==> src/rtl/wb_arbiter_pkg.sv <==
// Shared write-back definitions: request record, address width and requester indices.
// Imported by the arbiter, its interface and anything that drives the write-back bus.
package wb_pkg;

    localparam int WB_ADDR_W = 6;
    localparam int WB_MAXLEN = 64;

    typedef struct packed {
        logic [WB_ADDR_W-1:0] addr;
        logic [WB_MAXLEN-1:0] data;
    } wb_req_t;

    typedef enum logic [1:0] {
        WB_ALU = 2'd0,
        WB_LSU = 2'd1,
        WB_FPU = 2'd2,
        WB_MDU = 2'd3
    } wb_src_e;

    // Next round-robin start position after index idx out of n lanes.
    function automatic int unsigned wrap_inc(int unsigned idx, int unsigned n);
        return (idx + 1 >= n) ? 0 : idx + 1;
    endfunction

endpackage

==> src/rtl/wb_arbiter_if.sv <==
// Write-back bus between execution units and the arbiter, plus the register-file write port.
interface wb_arbiter_if #(
    parameter int NUM_WB = 4,
    parameter int MAXLEN = 64
);
    import wb_pkg::*;

    logic [NUM_WB-1:0]                wb_valid_i;
    logic [NUM_WB-1:0][WB_ADDR_W-1:0] wb_addr_i;
    logic [NUM_WB-1:0][MAXLEN-1:0]    wb_data_i;
    logic [NUM_WB-1:0]                wb_ready_o;
    logic                             hold_i;
    logic [WB_ADDR_W-1:0]             wr_addr_o;
    logic [MAXLEN-1:0]                wr_data_o;
    logic                             wr_en_o;
    logic                             busy_o;

    modport slave (
        input  wb_valid_i, wb_addr_i, wb_data_i, hold_i,
        output wb_ready_o, wr_addr_o, wr_data_o, wr_en_o, busy_o
    );

    modport master (
        output wb_valid_i, wb_addr_i, wb_data_i, hold_i,
        input  wb_ready_o, wr_addr_o, wr_data_o, wr_en_o, busy_o
    );

endinterface

==> src/rtl/wb_arbiter_rr_arbiter.sv <==
// Combinational rotate-priority encoder: first asserted req at or after ptr wins.
// Kept generic so the issue/dispatch scheduler can reuse it.
module rr_arbiter #(
    parameter  int N  = 4,
    localparam int IW = (N > 1) ? $clog2(N) : 1
) (
    input  logic [N-1:0]  req,
    input  logic          en,
    input  logic [IW-1:0] ptr,
    output logic [N-1:0]  gnt,
    output logic [IW-1:0] gnt_idx,
    output logic          any
);

    int            idx;
    logic [IW-1:0] idx_w;

    always_comb begin
        gnt     = '0;
        gnt_idx = '0;
        any     = 1'b0;
        idx     = 0;
        idx_w   = '0;
        for (int k = 0; k < N; k++) begin
            idx = int'(ptr) + k;
            if (idx >= N) begin
                idx = idx - N;
            end
            idx_w = IW'(idx);
            if (en && !any && req[idx_w]) begin
                gnt[idx_w] = 1'b1;
                gnt_idx    = idx_w;
                any        = 1'b1;
            end
        end
    end

endmodule

==> src/rtl/wb_arbiter.sv <==
// Round-robin arbiter sharing the register-file write port between NUM_WB write-back units.
// The winning write is registered so the register file sees a clean port one cycle later.
module wb_arbiter
    import wb_pkg::*;
#(
    parameter int NUM_WB = 4,
    parameter int MAXLEN = 64
) (
    input logic         clk_i,
    input logic         arst_ni,
    wb_arbiter_if.slave bus
);

    localparam int IW = $clog2(NUM_WB);

    logic [IW-1:0]        ptr_q;
    logic [NUM_WB-1:0]    gnt;
    logic [IW-1:0]        gnt_idx;
    logic                 gnt_any;
    logic                 arb_en;
    logic                 wr_en_q;
    logic [WB_ADDR_W-1:0] wr_addr_q;
    logic [MAXLEN-1:0]    wr_data_q;

    // No grants during hold or while reset is asserted.
    assign arb_en = arst_ni & ~bus.hold_i;

    rr_arbiter #(.N(NUM_WB)) u_rr (
        .req     (bus.wb_valid_i),
        .en      (arb_en),
        .ptr     (ptr_q),
        .gnt     (gnt),
        .gnt_idx (gnt_idx),
        .any     (gnt_any)
    );

    always_ff @(posedge clk_i or negedge arst_ni) begin
        if (!arst_ni) begin
            ptr_q <= '0;
        end else if (gnt_any) begin
            ptr_q <= IW'(wrap_inc(32'(gnt_idx), NUM_WB));
        end
    end

    // Only the granted lane is muxed, so idle lanes carrying X never reach the port.
    always_ff @(posedge clk_i or negedge arst_ni) begin
        if (!arst_ni) begin
            wr_en_q   <= 1'b0;
            wr_addr_q <= '0;
            wr_data_q <= '0;
        end else begin
            wr_en_q <= gnt_any;
            if (gnt_any) begin
                wr_addr_q <= bus.wb_addr_i[gnt_idx];
                wr_data_q <= bus.wb_data_i[gnt_idx];
            end
        end
    end

    assign bus.wb_ready_o = gnt;
    assign bus.wr_en_o    = wr_en_q;
    assign bus.wr_addr_o  = wr_addr_q;
    assign bus.wr_data_o  = wr_data_q;
    assign bus.busy_o     = (|bus.wb_valid_i) | wr_en_q;

    logic [NUM_WB-1:0]                valid_s;
    logic [NUM_WB-1:0]                ready_s;
    logic [NUM_WB-1:0][WB_ADDR_W-1:0] addr_s;

    assign valid_s = bus.wb_valid_i;
    assign ready_s = bus.wb_ready_o;
    assign addr_s  = bus.wb_addr_i;

    a_ready_onehot : assert property (@(posedge clk_i) disable iff (!arst_ni)
        $onehot0(ready_s));

    a_ready_valid : assert property (@(posedge clk_i) disable iff (!arst_ni)
        (ready_s & ~valid_s) == '0);

    // A requester must keep its write offered, unchanged, until it sees ready.
    for (genvar i = 0; i < NUM_WB; i++) begin : g_req_hold
        a_valid_kept : assert property (@(posedge clk_i) disable iff (!arst_ni)
            (valid_s[i] && !ready_s[i]) |=> (valid_s[i] && $stable(addr_s[i])));
    end

endmodule

==> src/flat_wrapper.sv <==
// flat-port wrapper written by rule: the top's interface ports become plain ports
module wb_arbiter_flat import wb_pkg::*;
#(
    parameter int NUM_WB = 4,
    parameter int MAXLEN = 64
)
  (clk_i, arst_ni, bus_wb_valid_i, bus_wb_addr_i, bus_wb_data_i, bus_hold_i, bus_wb_ready_o, bus_wr_addr_o, bus_wr_data_o, bus_wr_en_o, bus_busy_o);
  wb_arbiter_if #(.NUM_WB(NUM_WB), .MAXLEN(MAXLEN)) bus_i ();
  input logic clk_i;
  input logic arst_ni;
  input wire logic [$bits(bus_i.wb_valid_i)-1:0] bus_wb_valid_i;
  input wire logic [$bits(bus_i.wb_addr_i)-1:0] bus_wb_addr_i;
  input wire logic [$bits(bus_i.wb_data_i)-1:0] bus_wb_data_i;
  input wire logic [$bits(bus_i.hold_i)-1:0] bus_hold_i;
  output wire logic [$bits(bus_i.wb_ready_o)-1:0] bus_wb_ready_o;
  output wire logic [$bits(bus_i.wr_addr_o)-1:0] bus_wr_addr_o;
  output wire logic [$bits(bus_i.wr_data_o)-1:0] bus_wr_data_o;
  output wire logic [$bits(bus_i.wr_en_o)-1:0] bus_wr_en_o;
  output wire logic [$bits(bus_i.busy_o)-1:0] bus_busy_o;
  assign bus_i.wb_valid_i = bus_wb_valid_i;
  assign bus_i.wb_addr_i = bus_wb_addr_i;
  assign bus_i.wb_data_i = bus_wb_data_i;
  assign bus_i.hold_i = bus_hold_i;
  assign bus_wb_ready_o = bus_i.wb_ready_o;
  assign bus_wr_addr_o = bus_i.wr_addr_o;
  assign bus_wr_data_o = bus_i.wr_data_o;
  assign bus_wr_en_o = bus_i.wr_en_o;
  assign bus_busy_o = bus_i.busy_o;
  wb_arbiter #(.NUM_WB(NUM_WB), .MAXLEN(MAXLEN)) u_core (.clk_i(clk_i), .arst_ni(arst_ni), .bus(bus_i));
endmodule
==> config.mk <==
export PLATFORM = sky130hd
export DESIGN_NAME = wb_arbiter_flat
export DESIGN_NICKNAME = d
export VERILOG_FILES = /design/src/rtl/wb_arbiter_pkg.sv /design/src/rtl/wb_arbiter_if.sv /design/src/rtl/wb_arbiter_rr_arbiter.sv /design/src/rtl/wb_arbiter.sv /design/src/flat_wrapper.sv
export SDC_FILE = /design/constraint.sdc
export NUM_CORES = 1
export LEC_CHECK = 0
export BUFFER_PORTS_ARGS = -buffer_cell sky130_fd_sc_hd__buf_2
export CAP_MARGIN = 20
export CORE_MARGIN = 4
export CORE_UTILIZATION = 40
export DETAILED_ROUTE_END_ITERATION = 10
export PLACE_DENSITY = 0.81
export SLEW_MARGIN = 30
export SYNTH_ARGS = -nofsm -noshare
export SYNTH_HDL_FRONTEND = slang
export SYNTH_SLANG_ARGS = --single-unit
export TNS_END_PERCENT = 50
==> constraint.sdc <==
create_clock -name clk_i -period 3.1 [get_ports clk_i]
set_clock_uncertainty 0.05 [all_clocks]
set_input_delay 0.155 -clock clk_i [delete_from_list [all_inputs] [get_ports clk_i]]
set_output_delay 0.155 -clock clk_i [all_outputs]
set_load 0.01 [all_outputs]
==> results.ini <==
[synthesis]
yosys.area.top_type = o211ai_1
syn_nets = 1347
syn_area_sq_um = 7789
ys_types = 40
synth_flop_cell = dfrtp_1
yosysTopAreaCellShare_pct = 26.99
synth_area_leaders = o211ai_1, dfrtp_1, mux2i_1
yosysWarnings = 0
synth.yosys.seq_area_share_pct = 23.45
synth-seq-cells = 73
synth_edf_count = 0
synth_cells = 1056
ys_async_sr_fraction_pct = 100.0
syn_area_per_cell_sq_um = 7.376

[routing]
drtIter0Drc = 1286
vias = 10020
ant_nets = 0
firstDrtPassIters = 6
drt_wl_total_mm = 29.97
drc = 0
routedWlPerCell_um = 19.08
vias_per_cell = 6.381

[floorplanning]
die_x_um = 147.5
pin_count = 363
dieArea_sq_um = 21770
start_util_pct = 41.09
core_area_sq_um = 18960
rows = 50
die_h_um = 147.5

[pwr]
p_switching_uw = 4194
power_frac_comb_pct = 68.9
total_power_uw = 7782
internal_power_uw = 3588
irDropWorstVdd_mv = 0.8702
p_leak_uw = 0.004292
power_density_nw_per_um2 = 780.2
p_clk_share_pct = 12.1
p_seq_share_pct = 19.0
netSwitchingFraction_pct = 53.89

[clock_tree]
cts_sinks = 73
numCtsBuffers = 9
clk_latency_ns = 0.33
cts_max_path_buffers = 2
clkTransAtPathRegs_ns = 0.06
htree_levels = 3
cts_setup_buffers = 0
cts_root_buf = clkbuf_16
cts_tree = done

[setup_path]
critPathMaxStageDelay_ns = 0.55
cp_top_family = multiplexers
path_cells = inv_1 > ha_1 > mux4_2 > or4b_1 > a31o_4 > buf_12 > mux2i_1 > o21ai_1
worstPathRequired_ns = 3.26
crit_path_end_kind = register
slowest_stage = or4b_1
critPathBufInv = 2
worstSetupPathType = reg2reg
arrival_ns = 3.07
start_kind = register
crit_fanout = 36

[timing]
timing.fmax_ghz = 0.3430
worst_pin_slew_ns = 0.8388
whs_ns = -0.05191
slew_viol_final = 0
maxSlewHeadroom_pct = 44.08
setup_viol = 0
fin_crit_sh_pct = 94.05
rsz0062_at_grt = no
finalHoldViolations = 73
fin_setup_tns_ns = 0
period_needed_ns = 2.915

[placed_design]
place_inst = 1556
hpwl_mm = 20.72
gp_congestion = 0.8759
port_buffers = 362

[flow_run]
cap_violations = 0

[cells_and_area]
final_common_cell = buf_2
post-route-util_pct = 52.61
n_antenna_cell = 0
final_cell_mix = buf_2, o211ai_1, o21ai_0
fin_cells = 1571
drive_gt1_share_pct = 31.66
fin_nets = 1598
area_delta_synth_final_pct = 28.05

[outcome]
violations = hold timing
status = finished, violations left

[global_routing]
track_usage_pct = 25.48
grt_pass1_wl_mm = 46.74
first_global_vias = 9055
grt_max_degree = 142
overflow = 0
antenna_found_initial = 0

[min_path]
hold_path.class = in2async

## cells by family (layout without fill, tap and decap cells)
group / after synthesis / count (layout) / synth area share [%]
fa+ha+maj: 4 / 4 / 0.6426
mux: 78 / 78 / 10.52
xor+xnor: 2 / 2 / 0.2249
simple gates: 232 / 232 / 14.22
compound gates: 511 / 511 / 42.54
flops: 73 / 73 / 23.45
buf+inv: 156 / 411 / 8.402
## cell type report
type                            instances  area [sq um]
Tap cell                              260         325.3
Sequential cell                        73          1827
Clock buffer                           12         236.5
Clock inverter                          3         18.77
Multi-Input combinational cell        827          5378
Inverter                                7         26.28
Timing Repair Buffer                  389          2162
Fill cell                            1815          8982
## metrics by stage
| step | worst slack (ns) | area [sq um] |
|---|---|---|
| detailed placement | 0.1495 | 9711 |
| global placement | 0.2181 | 9711 |
| floorplan | 0.1722 | 7789 |
| finish | 0.1846 | 9973 |
| global route | 0.04079 | 9973 |
| CTS | 0.1067 | 9966 |
## synth_stat cells (2+ instances only)
master / instances
o211ai_1: 280
o21ai_0: 144
nand3_1: 140
clkbuf_1: 126
mux2i_1: 74
dfrtp_1: 73
nand2_1: 71
o21ai_1: 71
buf_1: 8
buf_6: 8
buf_2: 7
inv_1: 7
a222oi_1: 4
ha_1: 4
nand2b_1: 4
nor2b_1: 4
mux4_2: 3
nor3b_1: 3
a21o_1: 2
a21oi_1: 2
xnor2_1: 2
## final timing paths
kind	start	to	slack (ns)	cells past startpoint
worst max-delay path	u_core.ptr_q[0]	u_core.bus.wr_data_o[39]	0.18	8
worst min-delay path	arst_ni	u_core.bus.wr_en_o	-0.05	2
worst max register to register	u_core.ptr_q[0]	u_core.bus.wr_data_o[39]	0.18	8
worst min register to register	u_core.bus.wr_data_o[52]	u_core.bus.wr_data_o[52]	0.43	2
max in group asynchronous	arst_ni	u_core.bus.wr_data_o[24]	2.55	2
min in group clk_i	bus_wb_data_i[238]	u_core.bus.wr_data_o[46]	0.21	5
## routing by layer
metal,wire (um),global-route usage (%),part of all wire (%),up-vias
met3,3131,4.261,10,78
met4,1008,10.21,3.4,0
met5,0,0,0,-
met1,11950,34.44,40,4640
met2,13880,40.65,46,721
li1,-,-,-,4585
## sequential cells by signal (all words and copies together), names as in the netlist
signal	cells
u_core.bus.wr_addr_o	6
u_core.ptr_q	2
u_core.bus.wr_data_o	64
u_core.bus.wr_en_o	1
## power by group through the flow
stage / logic (uW) / clock network [uW] / registers [uW]
2_1_floorplan: 3350 / 0 / 1640
3_3_place_gp: 5160 / 0 / 1470
3_5_place_dp: 5250 / 0 / 1480
4_1_cts: 5270 / 974 / 1470
5_1_grt: 5750 / 1010 / 1510
6_report: 5360 / 944 / 1480
## what timing repair did
item | 4_1_cts | 5_1_grt
endpoints found under the setup margin | 0 | 30
hold buffers | 0 | 0
gates resized for setup | 0 | 1
hold endpoints to repair | 0 | 0
## worst register-to-register path: stages, from the launching register on
cell     delay, ns
dfrtp_1       0.36
inv_1         0.09
ha_1          0.42
mux4_2        0.45
or4b_1        0.55
a31o_4        0.32
buf_12        0.20
mux2i_1       0.28
o21ai_1       0.08
(Power assumes the default switching activity.)
